### src/rtl/dense_forward_if.sv
// dense_forward_if: bundle between the dense-layer forward stage and its driver.
//
// Parameters
//   M  output rows (neurons)
//   N  input columns (features)
//
// Signals (all data are 32-bit signed fixed point)
//   start  request one forward pass
//   x      input activation column, [0:N-1][0:0]
//   w      weight matrix, [0:M-1][0:N-1]
//   b      bias column, [0:M-1][0:0]
//   z      pre-activation output column, [0:M-1][0:0]
//   busy   pass in progress
//   done   one-cycle pulse when all of z is valid
//
// Modports: master = driver side, slave = dense_forward side.
interface dense_forward_if #(
    parameter int unsigned M = 5,
    parameter int unsigned N = 4
);
    logic               start;
    logic signed [31:0] x [0:N-1][0:0];
    logic signed [31:0] w [0:M-1][0:N-1];
    logic signed [31:0] b [0:M-1][0:0];
    logic signed [31:0] z [0:M-1][0:0];
    logic               busy;
    logic               done;

    modport master (
        output start, x, w, b,
        input  z, busy, done
    );

    modport slave (
        input  start, x, w, b,
        output z, busy, done
    );
endinterface

### src/rtl/dense_forward.sv
// dense_forward: fixed-point dense-layer forward stage, z = W*x + b.
//
// One multiply-accumulate per cycle. The FSM walks W row by row (N MAC cycles
// then one WRITE cycle per row), rescales each row sum by an arithmetic right
// shift of FRAC_BITS (truncation toward -inf), adds the bias and writes z[i].
// A one-cycle done pulse follows the last row.
//
// Ports
//   clk    clock, rising edge
//   reset  synchronous, active-low; returns to IDLE and clears acc, counters, z
//   bus    dense_forward_if.slave: start/x/w/b in, z/busy/done out
//
// Parameters
//   M, N       rows / columns of W; must match the interface instance
//   FRAC_BITS  fractional bits of x, w, b and z
//
// Configuration macro
//   DENSE_SATURATE_EN  defined: clamp each result to the 32-bit signed range
//                      undefined: keep the low 32 bits (wraps)
module dense_forward #(
    parameter int unsigned M         = 5,
    parameter int unsigned N         = 4,
    parameter int unsigned FRAC_BITS = 12
) (
    input logic           clk,
    input logic           reset,
    dense_forward_if.slave bus
);
    // Sum of N full 64-bit products cannot overflow this width.
    localparam int unsigned AW = 64 + $clog2(N);
    localparam int unsigned IW = (M > 1) ? $clog2(M) : 1;
    localparam int unsigned JW = (N > 1) ? $clog2(N) : 1;

    typedef enum logic [1:0] {
        StIdle,
        StMac,
        StWrite,
        StDone
    } state_e;

    state_e                state_q, state_d;
    logic signed [AW-1:0]  acc_q, acc_d;
    logic [IW-1:0]         i_q, i_d;
    logic [JW-1:0]         j_q, j_d;
    logic                  busy_q, done_q;
    logic signed [31:0]    z_q [0:M-1][0:0];
    logic                  z_we;
    logic signed [63:0]    prod;
    logic signed [31:0]    z_val;

    assign prod = 64'(bus.x[j_q][0]) * 64'(bus.w[i_q][j_q]);

`ifdef DENSE_SATURATE_EN
    localparam logic signed [AW:0] ZMax = (AW+1)'(64'sh0000_0000_7fff_ffff);
    localparam logic signed [AW:0] ZMin = (AW+1)'(-64'sh0000_0000_8000_0000);

    logic signed [AW:0] sum;

    assign sum = (AW+1)'(acc_q >>> FRAC_BITS) + (AW+1)'(bus.b[i_q][0]);

    always_comb begin
        if (sum > ZMax) begin
            z_val = 32'sh7fff_ffff;
        end else if (sum < ZMin) begin
            z_val = 32'sh8000_0000;
        end else begin
            z_val = 32'(sum);
        end
    end
`else
    // Only the low 32 bits survive, so the add can be done at 32 bits.
    assign z_val = 32'(acc_q >>> FRAC_BITS) + bus.b[i_q][0];
`endif

    always_comb begin
        state_d = state_q;
        acc_d   = acc_q;
        i_d     = i_q;
        j_d     = j_q;
        z_we    = 1'b0;
        case (state_q)
            StIdle: begin
                if (bus.start) begin
                    acc_d   = '0;
                    i_d     = '0;
                    j_d     = '0;
                    state_d = StMac;
                end
            end
            StMac: begin
                acc_d = acc_q + AW'(prod);
                j_d   = j_q + JW'(1);
                if (j_q == JW'(N - 1)) begin
                    state_d = StWrite;
                end
            end
            StWrite: begin
                z_we  = 1'b1;
                acc_d = '0;
                j_d   = '0;
                if (i_q == IW'(M - 1)) begin
                    state_d = StDone;
                end else begin
                    i_d     = i_q + IW'(1);
                    state_d = StMac;
                end
            end
            StDone: begin
                state_d = StIdle;
            end
            default: begin
                state_d = StIdle;
            end
        endcase
    end

    // busy/done are registered, so they trail the state by one cycle: busy
    // rises the cycle after start is taken and done lands after the DONE state.
    always_ff @(posedge clk) begin
        if (!reset) begin
            state_q <= StIdle;
            acc_q   <= '0;
            i_q     <= '0;
            j_q     <= '0;
            busy_q  <= 1'b0;
            done_q  <= 1'b0;
            for (int r = 0; r < int'(M); r++) begin
                z_q[r][0] <= '0;
            end
        end else begin
            state_q <= state_d;
            acc_q   <= acc_d;
            i_q     <= i_d;
            j_q     <= j_d;
            busy_q  <= (state_q != StIdle);
            done_q  <= (state_q == StDone);
            if (z_we) begin
                z_q[i_q][0] <= z_val;
            end
        end
    end

    assign bus.z    = z_q;
    assign bus.busy = busy_q;
    assign bus.done = done_q;
endmodule

### src/flat_wrapper.sv
// flat-port wrapper written by rule: the top's interface ports become plain ports
module dense_forward_flat 
#(
    parameter int unsigned M         = 5,
    parameter int unsigned N         = 4,
    parameter int unsigned FRAC_BITS = 12
)
  (clk, reset, bus_start, bus_x, bus_w, bus_b, bus_z, bus_busy, bus_done);
  dense_forward_if #(.M(M), .N(N)) bus_i ();
  input logic clk;
  input logic reset;
  input wire logic [$bits(bus_i.start)-1:0] bus_start;
  input wire logic [$bits(bus_i.x)-1:0] bus_x;
  input wire logic [$bits(bus_i.w)-1:0] bus_w;
  input wire logic [$bits(bus_i.b)-1:0] bus_b;
  output wire logic [$bits(bus_i.z)-1:0] bus_z;
  output wire logic [$bits(bus_i.busy)-1:0] bus_busy;
  output wire logic [$bits(bus_i.done)-1:0] bus_done;
  assign bus_i.start = bus_start;
  assign bus_i.x = {>>{bus_x}};
  assign bus_i.w = {>>{bus_w}};
  assign bus_i.b = {>>{bus_b}};
  assign bus_z = {>>{bus_i.z}};
  assign bus_busy = bus_i.busy;
  assign bus_done = bus_i.done;
  dense_forward #(.M(M), .N(N), .FRAC_BITS(FRAC_BITS)) u_core (.clk(clk), .reset(reset), .bus(bus_i));
endmodule
### config.mk
export PLATFORM = sky130hd
export DESIGN_NAME = dense_forward_flat
export DESIGN_NICKNAME = d
export VERILOG_FILES = /design/src/rtl/dense_forward_if.sv /design/src/rtl/dense_forward.sv /design/src/flat_wrapper.sv
export SDC_FILE = /design/constraint.sdc
export NUM_CORES = 2
export LEC_CHECK = 0
export CAP_MARGIN = 20
export CORE_AREA = 4 4 426 428
export CTS_BUF_LIST = sky130_fd_sc_hd__clkbuf_16
export CTS_CLUSTER_SIZE = 25
export DETAILED_ROUTE_END_ITERATION = 8
export DIE_AREA = 0 0 430 432
export PLACE_DENSITY = 0.56
export SYNTH_ARGS = -nofsm -noshare
export SYNTH_HDL_FRONTEND = slang
export SYNTH_SLANG_ARGS = --single-unit
### constraint.sdc
create_clock -name clk -period 16.3 [get_ports clk]
set_clock_uncertainty 0.15 [all_clocks]
set_input_delay 4.89 -clock clk [delete_from_list [all_inputs] [get_ports clk]]
set_output_delay 4.89 -clock clk [all_outputs]
set_load 0.005 [all_outputs]
==> run summary <==
slowest cell on the critical path: nor2_2
Reg-to-Reg End: u_core.acc_q[40]$_SDFFE_PN0P_
gpl congestion: 0.962
path type of the worst min-delay path: flop to flop
Hold Buf Count CTS: 0
CP max FO: 20
Post-CTS Setup Bufs: 0
share of the synthesized area in the top cell type: 0.354
pre-CTS WS: 1620 ps
largest net degree at the start of global routing: 104
Finish-stage setup viols: 0
most common cell after layout, fill and taps aside: clkdlybuf4s50_1
WL/cell: 29.0 µm
num rows: 155
prevailing post-synth register cell: dfxtp_1
Die W: 430 µm
Worst setup EP type: flop
CP startpoint: bus_w[518]
port buffer count: 1,092
leading area contributor after synthesis: fa_1
Core Region: 0.178 mm²
CTS buffer count: 22
relative slew slack: 0.207
clk buf depth: 3
EDFF count, synth: 0
initial antenna violation count: 94
first-pass GRT wire length: 345,000 µm
Area Growth Syn to Fin: 31.4%
fraction of registers with async set/reset: 0
WP depth: 28
clock-pin slew on the worst setup and hold paths: 60 ps
commonest non-fill, non-tap cells in the layout: clkdlybuf4s50_1 (1,091), inv_1 (980), fa_1 (800), nand2_1 (640), nor2_1 (398)
vias in the first global route: 43,800
vias per cell: 4.91
vias post-DR: 41,800
H-tree depth: 1
dpl cell area: 0.0586 mm²
clock latency on the worst-skew pair: 530 ps
First-pass DRT Iterations: 5
die area: 0.186 mm²
outcome: complete, no violations
Area contributors post-synth: fa_1 (35%), dfxtp_1 (9.4%), inv_1 (8.1%)
Yosys reg bits: 213
gr ovfl total: 0
cell area after layout: 0.0595 mm²
delay-heaviest family, CP: adder cells
max-cap viol count: 0
DP Wirelength: 212,000 µm
Tmin final: 14,190 ps
Worst-Margin Slew: 1190 ps
post-cts resize count: 0
Num Clock Sinks: 213
DRC viols: 0
share of layout cells above drive strength 1: 0.0559
crit-path most repeated cell: fa_1
pins over their slew limit: 0
Synth Cell Area: 0.0453 mm²
Cells after Synth: 5,224
critical path startpoint category: input pin
Hold Crit Start: u_core.bus.z[134]$_SDFFE_PN0P_
critical path arrival: 14,470 ps
Critical path buffers and inverters: 6
Initial Utilization: 0.254
CTS Root Buffer Type: clkbuf_16
Total GRT Usage: 0.260
R2R setup slack: 5040 ps
Final period util: 0.870
sequential fraction of the synthesis area: 0.0942
io pins: 1,093
RSZ-0062 raised after global routing: false
count of cell types in the netlist: 94
nets@finish: 8,047
Synthesis Warnings: 0
Final Hold Viols: 0
First DRT Iteration DRCs: 3,494
Post-DRT Antenna Nets: 0
Final TNS setup: 0 ps
CTS tree: done
critical path's largest stage delay: 890 ps
fmax: 70.5 MHz
R2R Path Start: u_core.i_q[0]$_SDFFE_PN0P_
kind of critical path: input pin to flop
Mean Syn Cell Area: 8.66 µm²
die height: 432 µm
crit path to: u_core.acc_q[40]$_SDFFE_PN0P_
DRT Wirelength: 247,000 µm
setup slack after layout: 2110 ps
post-synth net total: 7,165
CP required: 16,590 ps
worst-case reg-to-reg path depth: 30
## flip-flops by register name, indices dropped and copies added (netlist names)
register	cells
u_core.bus.z	160
u_core.acc_q	44
u_core.i_q	3
u_core.j_q	2
u_core.state_q	2
u_core.bus.busy	1
u_core.bus.done	1
## cells in the mapped netlist (95+ instances only)
cell / number
a21oi_1: 249
and2_1: 95
clkbuf_1: 223
dfxtp_1: 213
fa_1: 800
ha_1: 210
inv_1: 977
mux2i_1: 184
nand2_1: 641
nand2b_1: 106
nor2_1: 405
o21ai_0: 112
## cells by family (layout without fill, tap and decap cells)
logic type	after synthesis	after routing	synth area share
adders and majority gates	1010	1010	0.412
xor gates and xnor gates	100	100	0.0205
AOI/OAI and AO/OA	760	760	0.112
other	0	44	0
buffers and inverters	1323	2219	0.117
and+or+nand+nor	1510	1510	0.151
muxes	308	308	0.0933
DFF	213	213	0.0942
## per-layer routing
| metal | wire (µm) | vias up | part of all wire | GRT usage |
|---|---|---|---|---|
| met5 | 70 | - | 0.00028 | 0 |
| met3 | 17800 | 272 | 0.072 | 0.0479 |
| met1 | 99300 | 21400 | 0.40 | 0.326 |
| li1 | - | 18300 | - | - |
| met2 | 118000 | 1880 | 0.48 | 0.436 |
| met4 | 11900 | 10 | 0.048 | 0.119 |
## worst min-delay path, cell delays in order, from the launching register on
cell and delay (ps):
dfxtp_1 310, nand2_1 50, a21oi_1 50
## cell type report
cell class,instances,area [µm²]
Sequential cell,213,4280
Clock buffer,24,601
Fill cell,18500,118000
Multi-Input combinational cell,3688,35900
Tap cell,2355,2950
Clock inverter,14,120
Timing Repair Buffer,1200,11800
Antenna cell,44,110
Inverter,981,3690
## how the worst min path moves through the flow
stage | end | slack [ps] | cells past startpoint
2_1_floorplan | u_core.acc_q[19]$_SDFFE_PN0P_ | 300 | 2
3_3_place_gp | u_core.bus.z[63]$_SDFFE_PN0P_ | 290 | 2
3_5_place_dp | u_core.bus.z[63]$_SDFFE_PN0P_ | 300 | 2
4_1_cts | u_core.bus.z[48]$_SDFFE_PN0P_ | 310 | 2
5_1_grt | u_core.bus.z[128]$_SDFFE_PN0P_ | 320 | 2
6_report | u_core.bus.z[134]$_SDFFE_PN0P_ | 310 | 2
## per-stage QoR
| step | instances | hold slack (ps) | util |
|---|---|---|---|
| floorplan | 5224 | 299 | - |
| global placement | 8435 | 291 | 0.329 |
| detailed placement | 8436 | 298 | 0.330 |
| CTS | 8474 | 309 | 0.334 |
| global route | 8511 | 317 | 0.334 |
| finish | 8519 | 310 | 0.334 |
Power is not shown: default switching activity piles up to over one toggle a cycle in this logic, so the estimate is an artifact.
